==> src/rtl/ltc2333_read.sv <==
// LTC2333 read controller: starts a conversion, waits for it to finish (timer or BUSY),
// clocks 24 bits in MSB first on scki and holds the word until a valid/ready handshake.
module ltc2333_read #(
  parameter int unsigned BUSY_SIGNAL  = 0,
  parameter int unsigned BUSY_TIME    = 550,
  parameter int unsigned CLOCK_PERIOD = 20,
  parameter int unsigned SCK_HALF     = 1
) (
  input  logic        clk,
  input  logic        aresetn,
  input  logic        enable,
  input  logic        busy,
  input  logic        sdo,
  output logic        cnv,
  output logic        scki,
  output logic [23:0] data_out,
  output logic        data_valid,
  input  logic        data_ready
);

  localparam int unsigned WORD_W       = 24;
  localparam int unsigned CONV_CYC_RAW = (BUSY_TIME + CLOCK_PERIOD - 1) / CLOCK_PERIOD;
  localparam int unsigned CONV_CYC     = (CONV_CYC_RAW == 0) ? 1 : CONV_CYC_RAW;
  localparam int unsigned TIMEOUT_CYC  = 2 * CONV_CYC;
  localparam int unsigned WCNT_W       = $clog2(TIMEOUT_CYC + 1);
  localparam int unsigned CNV_CYC      = 2;
  localparam int unsigned BIT_W        = 5;
  localparam int unsigned HALF_W       = 8;

  localparam logic [WCNT_W-1:0] CNV_LAST     = WCNT_W'(CNV_CYC - 1);
  localparam logic [WCNT_W-1:0] CONV_LAST    = WCNT_W'(CONV_CYC - 1);
  localparam logic [WCNT_W-1:0] TIMEOUT_LAST = WCNT_W'(TIMEOUT_CYC - 1);
  localparam logic [HALF_W-1:0] HALF_LAST    = HALF_W'(SCK_HALF - 1);
  localparam logic [BIT_W-1:0]  BIT_LAST     = BIT_W'(WORD_W - 1);

  localparam logic [2:0] S_IDLE  = 3'd0;
  localparam logic [2:0] S_CNV   = 3'd1;
  localparam logic [2:0] S_WAIT  = 3'd2;
  localparam logic [2:0] S_SHIFT = 3'd3;
  localparam logic [2:0] S_HOLD  = 3'd4;

  logic [2:0]        state_q,    state_d;
  logic              cnv_q,      cnv_d;
  logic              scki_q,     scki_d;
  logic [WORD_W-1:0] data_q,     data_d;
  logic              valid_q,    valid_d;
  logic [WORD_W-1:0] shreg_q,    shreg_d;
  logic [BIT_W-1:0]  bit_cnt_q,  bit_cnt_d;
  logic [HALF_W-1:0] half_cnt_q, half_cnt_d;
  logic [WCNT_W-1:0] wait_cnt_q, wait_cnt_d;
  logic              seen_q,     seen_d;
  logic              busy_s1_q,  busy_s2_q;
  logic              wait_done;

  // State and datapath registers; reset also kills scki mid-word
  always_ff @(posedge clk or negedge aresetn) begin
    if (!aresetn) begin
      state_q    <= S_IDLE;
      cnv_q      <= 1'b0;
      scki_q     <= 1'b0;
      data_q     <= '0;
      valid_q    <= 1'b0;
      shreg_q    <= '0;
      bit_cnt_q  <= '0;
      half_cnt_q <= '0;
      wait_cnt_q <= '0;
      seen_q     <= 1'b0;
      busy_s1_q  <= 1'b0;
      busy_s2_q  <= 1'b0;
    end else begin
      state_q    <= state_d;
      cnv_q      <= cnv_d;
      scki_q     <= scki_d;
      data_q     <= data_d;
      valid_q    <= valid_d;
      shreg_q    <= shreg_d;
      bit_cnt_q  <= bit_cnt_d;
      half_cnt_q <= half_cnt_d;
      wait_cnt_q <= wait_cnt_d;
      seen_q     <= seen_d;
      busy_s1_q  <= busy;
      busy_s2_q  <= busy_s1_q;
    end
  end

  // Next-state and output logic
  always_comb begin
    state_d    = state_q;
    cnv_d      = cnv_q;
    scki_d     = scki_q;
    data_d     = data_q;
    valid_d    = valid_q;
    shreg_d    = shreg_q;
    bit_cnt_d  = bit_cnt_q;
    half_cnt_d = half_cnt_q;
    wait_cnt_d = wait_cnt_q;
    seen_d     = seen_q;
    wait_done  = 1'b0;

    case (state_q)
      S_IDLE: begin
        cnv_d  = 1'b0;
        scki_d = 1'b0;
        if (enable && !valid_q) begin
          state_d    = S_CNV;
          cnv_d      = 1'b1;
          wait_cnt_d = '0;
        end
      end

      S_CNV: begin
        if (wait_cnt_q == CNV_LAST) begin
          state_d    = S_WAIT;
          cnv_d      = 1'b0;
          wait_cnt_d = '0;
          seen_d     = 1'b0;
        end else begin
          wait_cnt_d = wait_cnt_q + WCNT_W'(1);
        end
      end

      S_WAIT: begin
        wait_cnt_d = wait_cnt_q + WCNT_W'(1);
        if (BUSY_SIGNAL != 0) begin
          // The timeout also covers a BUSY line that rises but never falls
          if (busy_s2_q) seen_d = 1'b1;
          wait_done = (seen_q && !busy_s2_q) || (wait_cnt_q == TIMEOUT_LAST);
        end else begin
          wait_done = (wait_cnt_q == CONV_LAST);
        end
        if (wait_done) begin
          state_d    = S_SHIFT;
          wait_cnt_d = '0;
          half_cnt_d = '0;
          bit_cnt_d  = '0;
          scki_d     = 1'b0;
        end
      end

      S_SHIFT: begin
        if (half_cnt_q == HALF_LAST) begin
          half_cnt_d = '0;
          if (!scki_q) begin
            scki_d  = 1'b1;
            shreg_d = {shreg_q[WORD_W-2:0], sdo};
          end else begin
            scki_d = 1'b0;
            if (bit_cnt_q == BIT_LAST) begin
              bit_cnt_d = '0;
              data_d    = shreg_q;
              valid_d   = 1'b1;
              state_d   = S_HOLD;
            end else begin
              bit_cnt_d = bit_cnt_q + BIT_W'(1);
            end
          end
        end else begin
          half_cnt_d = half_cnt_q + HALF_W'(1);
        end
      end

      S_HOLD: begin
        if (valid_q && data_ready) begin
          valid_d = 1'b0;
          if (enable) begin
            state_d    = S_CNV;
            cnv_d      = 1'b1;
            wait_cnt_d = '0;
          end else begin
            state_d = S_IDLE;
          end
        end
      end

      default: state_d = S_IDLE;
    endcase
  end

  assign cnv        = cnv_q;
  assign scki       = scki_q;
  assign data_out   = data_q;
  assign data_valid = valid_q;

endmodule

==> config.mk <==
export PLATFORM = sky130hd
export DESIGN_NAME = ltc2333_read
export DESIGN_NICKNAME = d
export VERILOG_FILES = /design/src/rtl/ltc2333_read.sv
export SDC_FILE = /design/constraint.sdc
export NUM_CORES = 1
export LEC_CHECK = 0
export ABC_AREA = 1
export CAP_MARGIN = 20
export CORE_UTILIZATION = 40
export DETAILED_ROUTE_END_ITERATION = 10
export DONT_BUFFER_PORTS = 1
export GPL_ROUTABILITY_DRIVEN = 0
export SETUP_SLACK_MARGIN = 0.2
export SLEW_MARGIN = 20
export SYNTH_ARGS = -nofsm -noshare
export SYNTH_HDL_FRONTEND = slang
export SYNTH_SLANG_ARGS = --single-unit
==> constraint.sdc <==
create_clock -name clk -period 2.5 [get_ports clk]
set_input_delay 0.75 -clock clk [delete_from_list [all_inputs] [get_ports clk]]
set_output_delay 0.75 -clock clk [all_outputs]
set_load 0.05 [all_outputs]
==> metrics.txt <==
Max clock buf depth 2; FFs w/ async S/R, synth 100%; fmax 533 MHz; total track usage 15.5%; total power 0.00346 W; CP Max Fanout 37; drt first pass iters 4; max-cap viol count 0; CP startpoint kind flop; XOR/XNOR share of the synthesized area 1.29%; Synth Area in Adders 1.84%; antenna cells 0; Worst VDD drop 0.000607 V; Yosys cell types 31; total number of vias 2435; DIE HEIGHT 94.2 um; Psw 0.00125 W; area share of the largest cell type after synthesis 53.7%; post-route antenna net violation count 0; Die Area 0.00888 sq mm; Post-synth top flop dfrtp_1; leading area contributor after synthesis dfrtp_1; Max Slew Vio Count 0; largest net degree at the start of global routing 74; number of enable flip-flop cells after synthesis 0; Mapped Area 0.00340 sq mm; Clock Sinks 73; vias in the first global route 2324; GRT Residual Overflow 0; largest cells by area after synthesis dfrtp_1 (54%), nand2_1 (12%), o21ai_0 (5.6%); placed wire-length estimate 4.03 mm; CP Capture Type flop; worst skew pair latency 350 ps; clock share of power 30.4%; Clock Skew 10.7 ps; I/O pin count 33; global-route wire length before repair 10.6 mm; total core area 0.00822 sq mm; outcome completed; Period minus WS final 1870 ps; ratio of cells with drive above 1 in the final layout 12.9%; post-DR wirelength/cell 12.1 um; pwr/cell area 934 mW/mm^2; Period Utilization, post-route 75.0%; fin nets 401; Synth Register Bits 73; Logic pwr share 26.5%; cells after synthesis 388; cell row count 33; area fraction in and, or, nand and nor cells after synthesis 22.9%; Syn Area/Cell 8.77 sq um; RR Startpoint half_cnt_q[0]; Residual DRC 0; HP Class input port to async pin; Reg clk slew, reported paths 80 ps; Slew headroom 65.1%; compound-gate portion of the synthesized area 12.6%; Synthesis Warnings 0; Sw Ratio 36.1%; chip width 94.2 um; I/O Buffers 0; Worst EP arrival 2140 ps; Pint 0.00221 W; Net Count, Synth 399; initial drt markers 99; Reg power frac 43.2%; synth-to-layout area growth 8.97%; FILL cells 795; initial antenna violation count 0; Num CTS Buffers 9; post-cts repair resize count 0; Total Wirelength 6.07 mm; final hold violation count 0; WS Path Type flop to flop; CTS Root Cell clkbuf_8; combinational family with the most area after synthesis simple AND/OR/NAND/NOR gates; WP data required 2760 ps; hold_buf cts 0; RSZ-0062 raised after global routing false; cell leakage power 1.75 nW; routed vias/inst 4.87; final setup fails 0; setup repair bufs after CTS 0; H-tree levels 3; Initial Util 41.4%; post-synthesis sequential area ratio 53.7%; crit path from half_cnt_q[0]; Slew @ Worst Pin 524 ps; mux cell area share after synthesis 0%; CTS tree built; Setup TNS 0 ps
==> flip-flops by register name, summed over array words and instances (netlist names) <==
register,count
wait_cnt_q,6
data_valid,1
state_q,3
bit_cnt_q,5
data_out,24
cnv,1
half_cnt_q,8
scki,1
shreg_q,24
==> final cells by class <==
type | count | area (sq um) | area share [%]
inverter | 47 | 176 | 4.76
sequential | 73 | 1830 | 49.3
tap | 105 | 131 | 3.54
clock buffer | 10 | 138 | 3.71
multi-input combinational | 256 | 1310 | 35.4
clock inverter | 6 | 87.6 | 2.36
timing repair buffer | 3 | 35.0 | 0.945
==> critical path, stage by stage, from the launching register on <==
cell     delay [ps]
dfrtp_1         410
inv_1           110
ha_1            150
nand2_1          80
nor2_4          200
nand2_4          90
nor2_4          330
buf_12          260
nand2_1          70
o21ai_0          80
==> synthesized netlist by cell type (all sizes together), types with 2 or more instances <==
cell    count
nand3      29
xor2        4
nor2       22
dfrtp      73
clkbuf      2
buf        10
ha          5
a21oi       4
nand2     117
inv        47
o21ai      58
nand4       2
o22ai       5
nor3        4
==> power by group through the flow <==
stage               sequential [W]  clock [W]  combinational [W]
detailed placement         0.00151          0           0.000921
global route               0.00152    0.00113            0.00105
finish                     0.00149    0.00105           0.000916
floorplan                  0.00150          0           0.000781
global placement           0.00151          0           0.000904
CTS                        0.00149    0.00108           0.000927
==> final timing paths <==
kind                            slack (ps)            end  depth (start not counted)
worst min register to register         480    shreg_q[23]                          2
worst max register to register         630     shreg_q[2]                          9
worst max-delay path                   630     shreg_q[2]                          9
worst min-delay path                    80     state_q[0]                          0
max in group asynchronous             2240  wait_cnt_q[5]                          0
min in group clk                       480    shreg_q[23]                          2
==> stage by stage <==
stage,hold slack [ps],util (%),cell area (sq um),instances,setup WS [ps]
detailed placement,457,42.4,3480,484,645
CTS,71.3,45.1,3710,500,618
finish,83.9,45.1,3710,500,625
floorplan,453,-,3400,388,925
global placement,457,42.4,3480,484,679
global route,56.2,45.1,3710,500,446
==> placed cells by master, fill, tap and decap left out <==
cell,Yosys,final
ha_1,5,5
o31ai_1,1,1
nand3_2,1,1
o21ai_2,17,17
nand3_1,28,28
nand2_4,2,2
bufinv_16,0,2
nand3b_1,1,1
xor2_1,4,4
nand2_2,5,5
inv_1,46,46
and2_1,1,1
o21ai_1,3,3
inv_2,1,1
clkbuf_8,0,10
nor3_2,1,1
o21a_1,1,1
o22ai_1,5,5
buf_12,0,1
o21ai_0,38,38
nor2_4,3,3
nand4_1,2,2
dfrtp_1,73,73
clkinv_2,0,2
inv_6,0,2
nor2_1,17,17
a21o_1,1,1
a21oi_1,4,4
buf_4,0,2
xnor2_1,1,1
nand2_1,110,110
nor2_2,2,2
nor3_1,3,3
==> logic make-up after synthesis <==
group,Yosys count
AO/OA/AOI/OAI,70
AND/OR/NAND/NOR,176
XOR/XNOR,5
buffers and inverters,59
flip-flops,73
adder cells (fa/ha/maj),5
==> layer usage <==
metal	GRT usage [%]	wire length, um	up-vias
met5	0	0	-
met3	5.18	221	5
met4	5.90	63	0
met1	19.6	2980	1144
met2	24.4	2800	40
li1	-	-	1246
Power figures use the tool's default switching activity.
